**src/rtl/uart_pkg.sv**
```systemverilog
// ============================================================================
// Module   : uart_pkg
// Brief    : Shared UART types, constants and baud divisor helper.
// Revision : 1.0 - initial release
// ============================================================================
`default_nettype none

package uart_pkg;

    typedef enum logic [1:0] {
        IDLE  = 2'd0,
        START = 2'd1,
        DATA  = 2'd2,
        STOP  = 2'd3
    } uart_state_t;

    localparam int   UART_DATA_BITS  = 8;
    localparam logic UART_IDLE_LEVEL = 1'b1;

    // Truncating divide; any remainder shows up as a small baud-rate error.
    function automatic int clks_per_bit(input int clk_freq, input int baud);
        return clk_freq / baud;
    endfunction

endpackage

`default_nettype wire

```
**src/rtl/uart_baud_cnt.sv**
```systemverilog
// ============================================================================
// Module   : uart_baud_cnt
// Brief    : Free-running bit-period counter with a tick on its last count.
// Revision : 1.0 - initial release
// ============================================================================
`default_nettype none

module uart_baud_cnt #(
    parameter int CLKS_PER_BIT = 4
) (
    input  logic i_clk,
    input  logic i_rst,
    input  logic i_clr,
    output logic o_tick
);

    localparam int c_cnt_w = (CLKS_PER_BIT > 1) ? $clog2(CLKS_PER_BIT) : 1;
    localparam logic [c_cnt_w-1:0] c_last = c_cnt_w'(CLKS_PER_BIT - 1);

    logic [c_cnt_w-1:0] r_count;
    logic               w_tick;

    assign w_tick = (r_count == c_last);
    assign o_tick = w_tick;

    always_ff @(posedge i_clk) begin
        if (i_rst || i_clr) begin
            r_count <= '0;
        end else if (w_tick) begin
            r_count <= '0;
        end else begin
            r_count <= r_count + 1'b1;
        end
    end

endmodule

`default_nettype wire

```
**src/rtl/uart_tx.sv**
```systemverilog
// ============================================================================
// Module   : uart_tx
// Brief    : 8N1 UART transmitter with valid/ready byte input, LSB first.
// Revision : 1.0 - initial release
// ============================================================================
`default_nettype none

module uart_tx
    import uart_pkg::*;
#(
    parameter int CLK_FREQ = 12_000_000,
    parameter int BAUD     = 115_200
) (
    input  logic       i_clk,
    input  logic       i_rst,
    input  logic [7:0] i_data,
    input  logic       i_valid,
    output logic       o_ready,
    output logic       o_tx
);

    localparam int CLKS_PER_BIT = clks_per_bit(CLK_FREQ, BAUD);
    localparam int c_idx_w      = $clog2(UART_DATA_BITS);
    localparam logic [c_idx_w-1:0] c_last_bit = c_idx_w'(UART_DATA_BITS - 1);

    generate
        if (CLKS_PER_BIT < 2) begin : g_bad_divisor
            $error("uart_tx: CLK_FREQ / BAUD must be at least 2");
        end
    endgenerate

    uart_state_t                r_state;
    logic [UART_DATA_BITS-1:0]  r_shift;
    logic [c_idx_w-1:0]         r_bit_idx;
    logic                       r_tx;
    logic                       w_tick;
    logic                       w_clr;

    // Holding the counter clear while idle means it starts at 0 on the first
    // START cycle, which gives the zero-latency start bit.
    assign w_clr = (r_state == IDLE);

    uart_baud_cnt #(
        .CLKS_PER_BIT (CLKS_PER_BIT)
    ) u_baud_cnt (
        .i_clk  (i_clk),
        .i_rst  (i_rst),
        .i_clr  (w_clr),
        .o_tick (w_tick)
    );

    always_ff @(posedge i_clk) begin
        if (i_rst) begin
            r_state   <= IDLE;
            r_tx      <= UART_IDLE_LEVEL;
            r_bit_idx <= '0;
            r_shift   <= '0;
        end else begin
            case (r_state)
                IDLE: begin
                    if (i_valid) begin
                        r_shift <= i_data;
                        r_tx    <= ~UART_IDLE_LEVEL;
                        r_state <= START;
                    end
                end
                START: begin
                    if (w_tick) begin
                        r_tx      <= r_shift[0];
                        r_bit_idx <= '0;
                        r_state   <= DATA;
                    end
                end
                DATA: begin
                    if (w_tick) begin
                        if (r_bit_idx == c_last_bit) begin
                            r_tx    <= UART_IDLE_LEVEL;
                            r_state <= STOP;
                        end else begin
                            r_shift   <= r_shift >> 1;
                            r_tx      <= r_shift[1];
                            r_bit_idx <= r_bit_idx + 1'b1;
                        end
                    end
                end
                STOP: begin
                    if (w_tick) begin
                        r_state <= IDLE;
                    end
                end
                default: begin
                    r_state <= IDLE;
                    r_tx    <= UART_IDLE_LEVEL;
                end
            endcase
        end
    end

    assign o_tx    = r_tx;
    assign o_ready = (r_state == IDLE);

endmodule

`default_nettype wire

```
**config.mk**
```make
export PLATFORM = sky130hd
export DESIGN_NAME = uart_tx
export DESIGN_NICKNAME = d
export VERILOG_FILES = /design/src/rtl/uart_pkg.sv /design/src/rtl/uart_baud_cnt.sv /design/src/rtl/uart_tx.sv
export SDC_FILE = /design/constraint.sdc
export NUM_CORES = 1
export LEC_CHECK = 0
export CORE_MARGIN = 2
export CORE_UTILIZATION = 58
export DETAILED_ROUTE_END_ITERATION = 12
export GPL_TIMING_DRIVEN = 1
export PLACE_DENSITY = 0.87
export SLEW_MARGIN = 20
export SYNTH_ARGS = -nofsm -noshare
export SYNTH_HDL_FRONTEND = slang
export SYNTH_SLANG_ARGS = --single-unit
```
**constraint.sdc**
```tcl
create_clock -name i_clk -period 2.9 [get_ports i_clk]
set_input_delay 0.29 -clock i_clk [delete_from_list [all_inputs] [get_ports i_clk]]
set_output_delay 0.29 -clock i_clk [all_outputs]
set_load 0.02 [all_outputs]
```
==> results of run 1 <==
-- cell families after synthesis --
logic type | synth area share
simple gates | 0.2455
compound gates | 0.2210
flops | 0.3750
buf+inv | 0.04018
fa+ha+maj | 0.07812
xor+xnor | 0.03126
mux | 0.008929
-- layer usage --
layer  wire length [um]  vias up  global-route usage
li1                   -      478                   -
met1                983      454              0.2788
met2               1053       31              0.3707
met4                 31        0             0.09730
met5                  0        -                   0
met3                108        5             0.06792
-- synthesized netlist by cell type (all sizes together) (3+ instances only) --
| master | instances |
|---|---|
| nor2 | 11 |
| buf | 3 |
| ha | 7 |
| o21ai | 12 |
| nand3 | 11 |
| nor3 | 3 |
| a31oi | 8 |
| inv | 5 |
| nand2 | 15 |
| a21oi | 4 |
| dfxtp | 21 |
-- worst reg2reg max path, cell delays in order, from the launching register on --
cell	delay, ps
dfxtp_1	360
inv_1	120
ha_1	410
inv_1	150
a31oi_1	470
o21ai_0	210
a31oi_1	150
-- cell type report --
type | count | share of cell area
multi-input combinational | 97 | 0.5147
sequential | 21 | 0.3301
timing repair buffer | 12 | 0.09430
tap | 25 | 0.02456
clock buffer | 3 | 0.01768
inverter | 5 | 0.01473
clock inverter | 1 | 0.003929
-- how the worst max path moves through the flow --
stage | startpoint | to | cells after the start
floorplan | r_state[0]$_SDFFE_PP0P_ | r_shift[0]$_SDFFE_PP0P_ | 6
global placement | r_state[0]$_SDFFE_PP0P_ | r_shift[6]$_SDFFE_PP0P_ | 6
detailed placement | r_state[0]$_SDFFE_PP0P_ | r_shift[2]$_SDFFE_PP0P_ | 6
CTS | r_state[0]$_SDFFE_PP0P_ | o_ready | 3
global route | r_state[0]$_SDFFE_PP0P_ | o_ready | 3
finish | r_state[0]$_SDFFE_PP0P_ | o_ready | 3
-- cell usage in the layout (no fill, tap or decap) --
cell type,n
clkdlybuf4s50_1,12
o22ai_2,1
o21ai_0,12
clkinv_2,1
or3b_4,1
a21boi_1,1
nor2b_1,2
mux2i_1,1
nand3b_1,1
a31o_2,1
and3_1,2
o31ai_4,1
nor2_1,11
nand3_4,1
or3_1,1
a21boi_0,1
a221oi_2,1
clkbuf_4,3
ha_1,7
or2b_1,1
inv_1,5
a21oi_1,4
nand2_1,15
o2111ai_2,1
nor3_1,2
nand4_1,1
xor2_1,2
a31oi_1,8
xnor2_1,2
o22ai_4,1
nor3b_1,1
a311o_1,1
dfxtp_1,21
nor3_4,1
nand3_1,10
or2_2,2
-- flip-flops by register name, summed over array words and instances (netlist names) --
signal	cells
u_baud_cnt.r_count	7
r_state	2
o_tx	1
r_shift	8
r_bit_idx	3
-- power groups by stage --
stage                     registers (mW)  logic (mW)  clock network [mW]
after floorplan                    0.371       0.284                   0
after global placement             0.369       0.364                   0
after detailed placement           0.372       0.378                   0
after CTS                          0.366       0.380               0.149
after global routing               0.372       0.420               0.161
final                              0.367       0.380               0.146
==> metrics.yaml, run 1 <==
fin_ws_ps: 821.5
cp_data_arrival_time_ps: 1790
areaGrowthSynthToFinish_pct: 13.62
grt_usage: 0.2279
vias: 968
power.total_mw: 0.8937
synth_ff_type: "dfxtp_1"
dp.final_hpwl_um: 1640
design_area_um2: 1274
final_antenna_net_count: 0
finalCritPeriodShare: 0.7167
synth_top_cell_area_share: 0.3750
crit_fanout: 9
overflow: 0
tritoncts: "yes"
yosysTopAreaCell: "dfxtp_1"
drt_first_iter_violations: 29
rows: 15
numClockSinks: 21
status: "finished clean"
final_core_util: 0.7220
wire_per_inst_um: 13.27
ys_ff_latch: 21
via_per_inst: 5.902
power.leakage_nw: 0.4492
die_w_um: 47.97
p_clk_frac: 0.164
postCtsSetupRepairBufs: 0
min_period_ps: 2078
gp_congestion: 0.7873
dp.cells: 160
reg2reg_slack_ps: 960
intPower_mw: 0.5446
dp_slack_ps: 1015
synth_nets: 145
worst_r2r_path_depth: 6
drive_gt1_frac: 0.1079
synth-edff-count: 0
path_cells: "inv_1 -> ha_1 -> clkdlybuf4s50_1"
peakVddDrop_uv: 586.8
synthTopCellsByArea: "dfxtp_1, ha_1, o21ai_0"
skew_ps: 1.403
syn_area_um2: 1121
fmax_ghz: 0.4811
grt_max_degree: 19
worst_pin_slew_ps: 711.7
end_kind: "output port"
n_fill_cell: 154
clockBufferDepth: 2
slowest_delay_ps: 660
initial_utilization: 0.6355
seq_area_um2: 420.4
p_switching_mw: 0.3491
p_per_area_nw_per_um2: 701.6
fp.coreArea_um2: 1764
synthArstFlopShare: 0
clk_pin_slew_ps: 120
grt_first_pass_wirelength_um: 3588
hold_path.class: "flop to flop"
synth_seq_area_share: 0.3750
multi_input_area_um2: 655.6
drt-total-wl_um: 2177
placed_area_um2: 1246
stdcell_count: 164
reg2reg_from: "r_state[0]$_SDFFE_PP0P_"
whs_path_depth: 1
cp-start-kind: "flop"
cap_violations: 0
syn_avg_cell_area_um2: 8.827
rsz0062_at_grt: "no"
cts-htree-levels: 1
antenna_found_initial: 0
swShare: 0.3906
power_frac_seq: 0.411
r2r-end: "r_shift[2]$_SDFFE_PP0P_"
firstDrtPassIters: 4
antenna_cells: 0
pwr-share-comb: 0.425
clk_latency_ps: 310
synth_cell_type_count: 37
io_pins: 13
cts-root-buf: "clkbuf_4"
cp_num_buf_inv: 2
cts_hold_buf: 0
die_y_um: 47.97
portBuffers: 12
cts_buffers: 3
critical_path_required_ps: 2610
setup_violations: 0
crit_type: "flop to output port"
min_to: "u_baud_cnt.r_count[0]$_SDFF_PP0_"
yosys_warnings: 0
drc: 0
relSlewSlack: 0.5205
die_area_um2: 2301
drv_slew: 0
grt_pass1_vias: 864
syn_inst: 127
crit_slowest_cell: "clkdlybuf4s50_1"
post_cts_resized: 0
hold_slack_ps: 473.3
path_delay_family: "buffers and inverters"
hold_violations: 0
setup_tns_ps: 0
hold_path.startpoint: "u_baud_cnt.r_count[0]$_SDFF_PP0_"
fin_nets: 158
(Power assumes the default switching activity.)
==> inputs of run 2 (changes only) <==
--- a/config.mk
+++ b/config.mk
@@ -6,10 +6,10 @@
 export NUM_CORES = 1
 export LEC_CHECK = 0
 export CORE_MARGIN = 2
-export CORE_UTILIZATION = 58
+export CORE_UTILIZATION = 49
 export DETAILED_ROUTE_END_ITERATION = 12
 export GPL_TIMING_DRIVEN = 1
-export PLACE_DENSITY = 0.87
+export PLACE_DENSITY = 0.79
 export SLEW_MARGIN = 20
 export SYNTH_ARGS = -nofsm -noshare
 export SYNTH_HDL_FRONTEND = slang
==> constraint.sdc (replaced) <==
create_clock -name i_clk -period 1.8 [get_ports i_clk]
set_input_delay 0.18 -clock i_clk [delete_from_list [all_inputs] [get_ports i_clk]]
set_output_delay 0.18 -clock i_clk [all_outputs]
set_load 0.02 [all_outputs]
==> metrics.yaml, run 2 (synthesized netlist as in run 1, its figures left out) <==
status: "finished clean"
portBuffers: 12
cap_violations: 0
wire_per_inst_um: 13.17
grt_usage: 0.1976
hold_slack_ps: 433.2
fmax_ghz: 0.5962
rows: 17
initial_utilization: 0.5117
multi_input_area_um2: 660.6
hold_path.class: "input pin to flop"
reg2reg_from: "r_state[0]$_SDFFE_PP0P_"
end_kind: "flop"
gp_congestion: 0.7931
reg2reg_slack_ps: 120
hold_violations: 0
drv_slew: 0
n_fill_cell: 184
p_per_area_nw_per_um2: 1138
postCtsSetupRepairBufs: 0
slowest_delay_ps: 390
rsz0062_at_grt: "no"
die_w_um: 51.83
clk_pin_slew_ps: 130
clockBufferDepth: 2
drt-total-wl_um: 2266
fin_nets: 163
io_pins: 13
cp_num_buf_inv: 2
path_cells: "inv_1 -> ha_1 -> buf_4 -> o22ai_2 -> a21boi_1 -> a311o_1"
setup_tns_ps: 0
cp-startpoint: "r_state[0]$_SDFFE_PP0P_"
antenna_found_initial: 0
antenna_cells: 0
via_per_inst: 5.599
crit_fanout: 8
peakVddDrop_uv: 765.5
power.leakage_nw: 0.4757
cts-root-buf: "clkbuf_4"
numClockSinks: 21
grt_first_pass_wirelength_um: 3953
final_antenna_net_count: 0
final_cell_mix: "dfxtp_1, nand2_1, nor2_1, o21ai_0, clkdlybuf4s50_1"
grt_pass1_vias: 934
skew_ps: 3.312
drc: 0
min_period_ps: 1677
largest_reg_flops: 8
cp_data_arrival_time_ps: 1890
reg_top3: "r_shift (8), u_baud_cnt.r_count (7), r_bit_idx (3)"
crit_type: "flop to flop"
finalCritPeriodShare: 0.9318
crit_end: "o_tx$_SDFFE_PP1P_"
setup_violations: 0
cts_buffers: 3
worst_pin_slew_ps: 531.9
die_y_um: 51.83
critical_path_required_ps: 2010
largest_register: "r_shift"
cts-htree-levels: 1
dp.final_hpwl_um: 1703
cp-start-kind: "flop"
fp.coreArea_um2: 2191
path_delay_family: "compound AO/OA/AOI/OAI gates"
clk_latency_ps: 310
drt_first_iter_violations: 17
die_area_um2: 2686
power.total_mw: 1.501
seq_area_um2: 420.4
crit_slowest_cell: "dfxtp_1"
relSlewSlack: 0.6417
overflow: 0
vias: 963
grt_max_degree: 15
worst_r2r_path_depth: 6
firstDrtPassIters: 4
r2r-end: "o_tx$_SDFFE_PP1P_"
drive_gt1_frac: 0.1528
areaGrowthSynthToFinish_pct: 17.63
path_depth: 6
tritoncts: "yes"
final_common_cell: "dfxtp_1"
[run 2: worst min-delay path by stage]
stage,start,to,slack (ps),depth (start not counted)
floorplan,i_data[7],r_shift[7]$_SDFFE_PP0P_,310,2
global placement,u_baud_cnt.r_count[0]$_SDFF_PP0_,u_baud_cnt.r_count[0]$_SDFF_PP0_,430,1
detailed placement,u_baud_cnt.r_count[0]$_SDFF_PP0_,u_baud_cnt.r_count[0]$_SDFF_PP0_,440,1
CTS,i_data[3],r_shift[3]$_SDFFE_PP0P_,430,3
global route,i_data[2],r_shift[2]$_SDFFE_PP0P_,440,3
finish,i_data[3],r_shift[3]$_SDFFE_PP0P_,430,3
[run 2: area by class of cell]
type,instances,area share
Inverter,5,0.01423
Multi-Input combinational cell,97,0.5010
Timing Repair Buffer,17,0.1186
Clock buffer,3,0.01708
Sequential cell,21,0.3188
Tap cell,28,0.02657
Clock inverter,1,0.003795
[run 2: worst reg2reg max path, cell delays in order (launching register included)]
cell and delay [ps]:
dfxtp_1 390, inv_1 100, ha_1 320, buf_4 200
o22ai_2 170, a21boi_1 80, a311o_1 310
[run 2: power by group]
group	total [mW]	switching (mW)	internal, mW
sequential	0.588	0.0455	0.542
clock	0.237	0.154	0.0830
combinational	0.676	0.384	0.292
total	1.50	0.584	0.917
[run 2: metrics by stage]
stage,utilization,setup slack (ps),area [um^2],instances
2_1_floorplan,-,203.3,1121,127
3_3_place_gp,0.5877,116.4,1287,168
3_5_place_dp,0.5877,0.7316,1287,168
4_1_cts,0.5997,124.4,1314,172
5_1_grt,0.6019,4.783,1319,172
6_report,0.6019,122.8,1319,172
[run 2: what timing repair did]
item                                    in CTS  in global routing
endpoints found under the setup margin       8                  5
hold buffers                                 0                  0
resized for setup                            2                  2
hold endpoints to repair                     0                  0
[run 2: metal layers]
layer | up-vias | wire (um) | global-route usage
li1 | 490 | - | -
met1 | 454 | 1109 | 0.2622
met2 | 15 | 1081 | 0.3165
met3 | 4 | 51 | 0.03736
met4 | 0 | 25 | 0.07456
met5 | - | 0 | 0
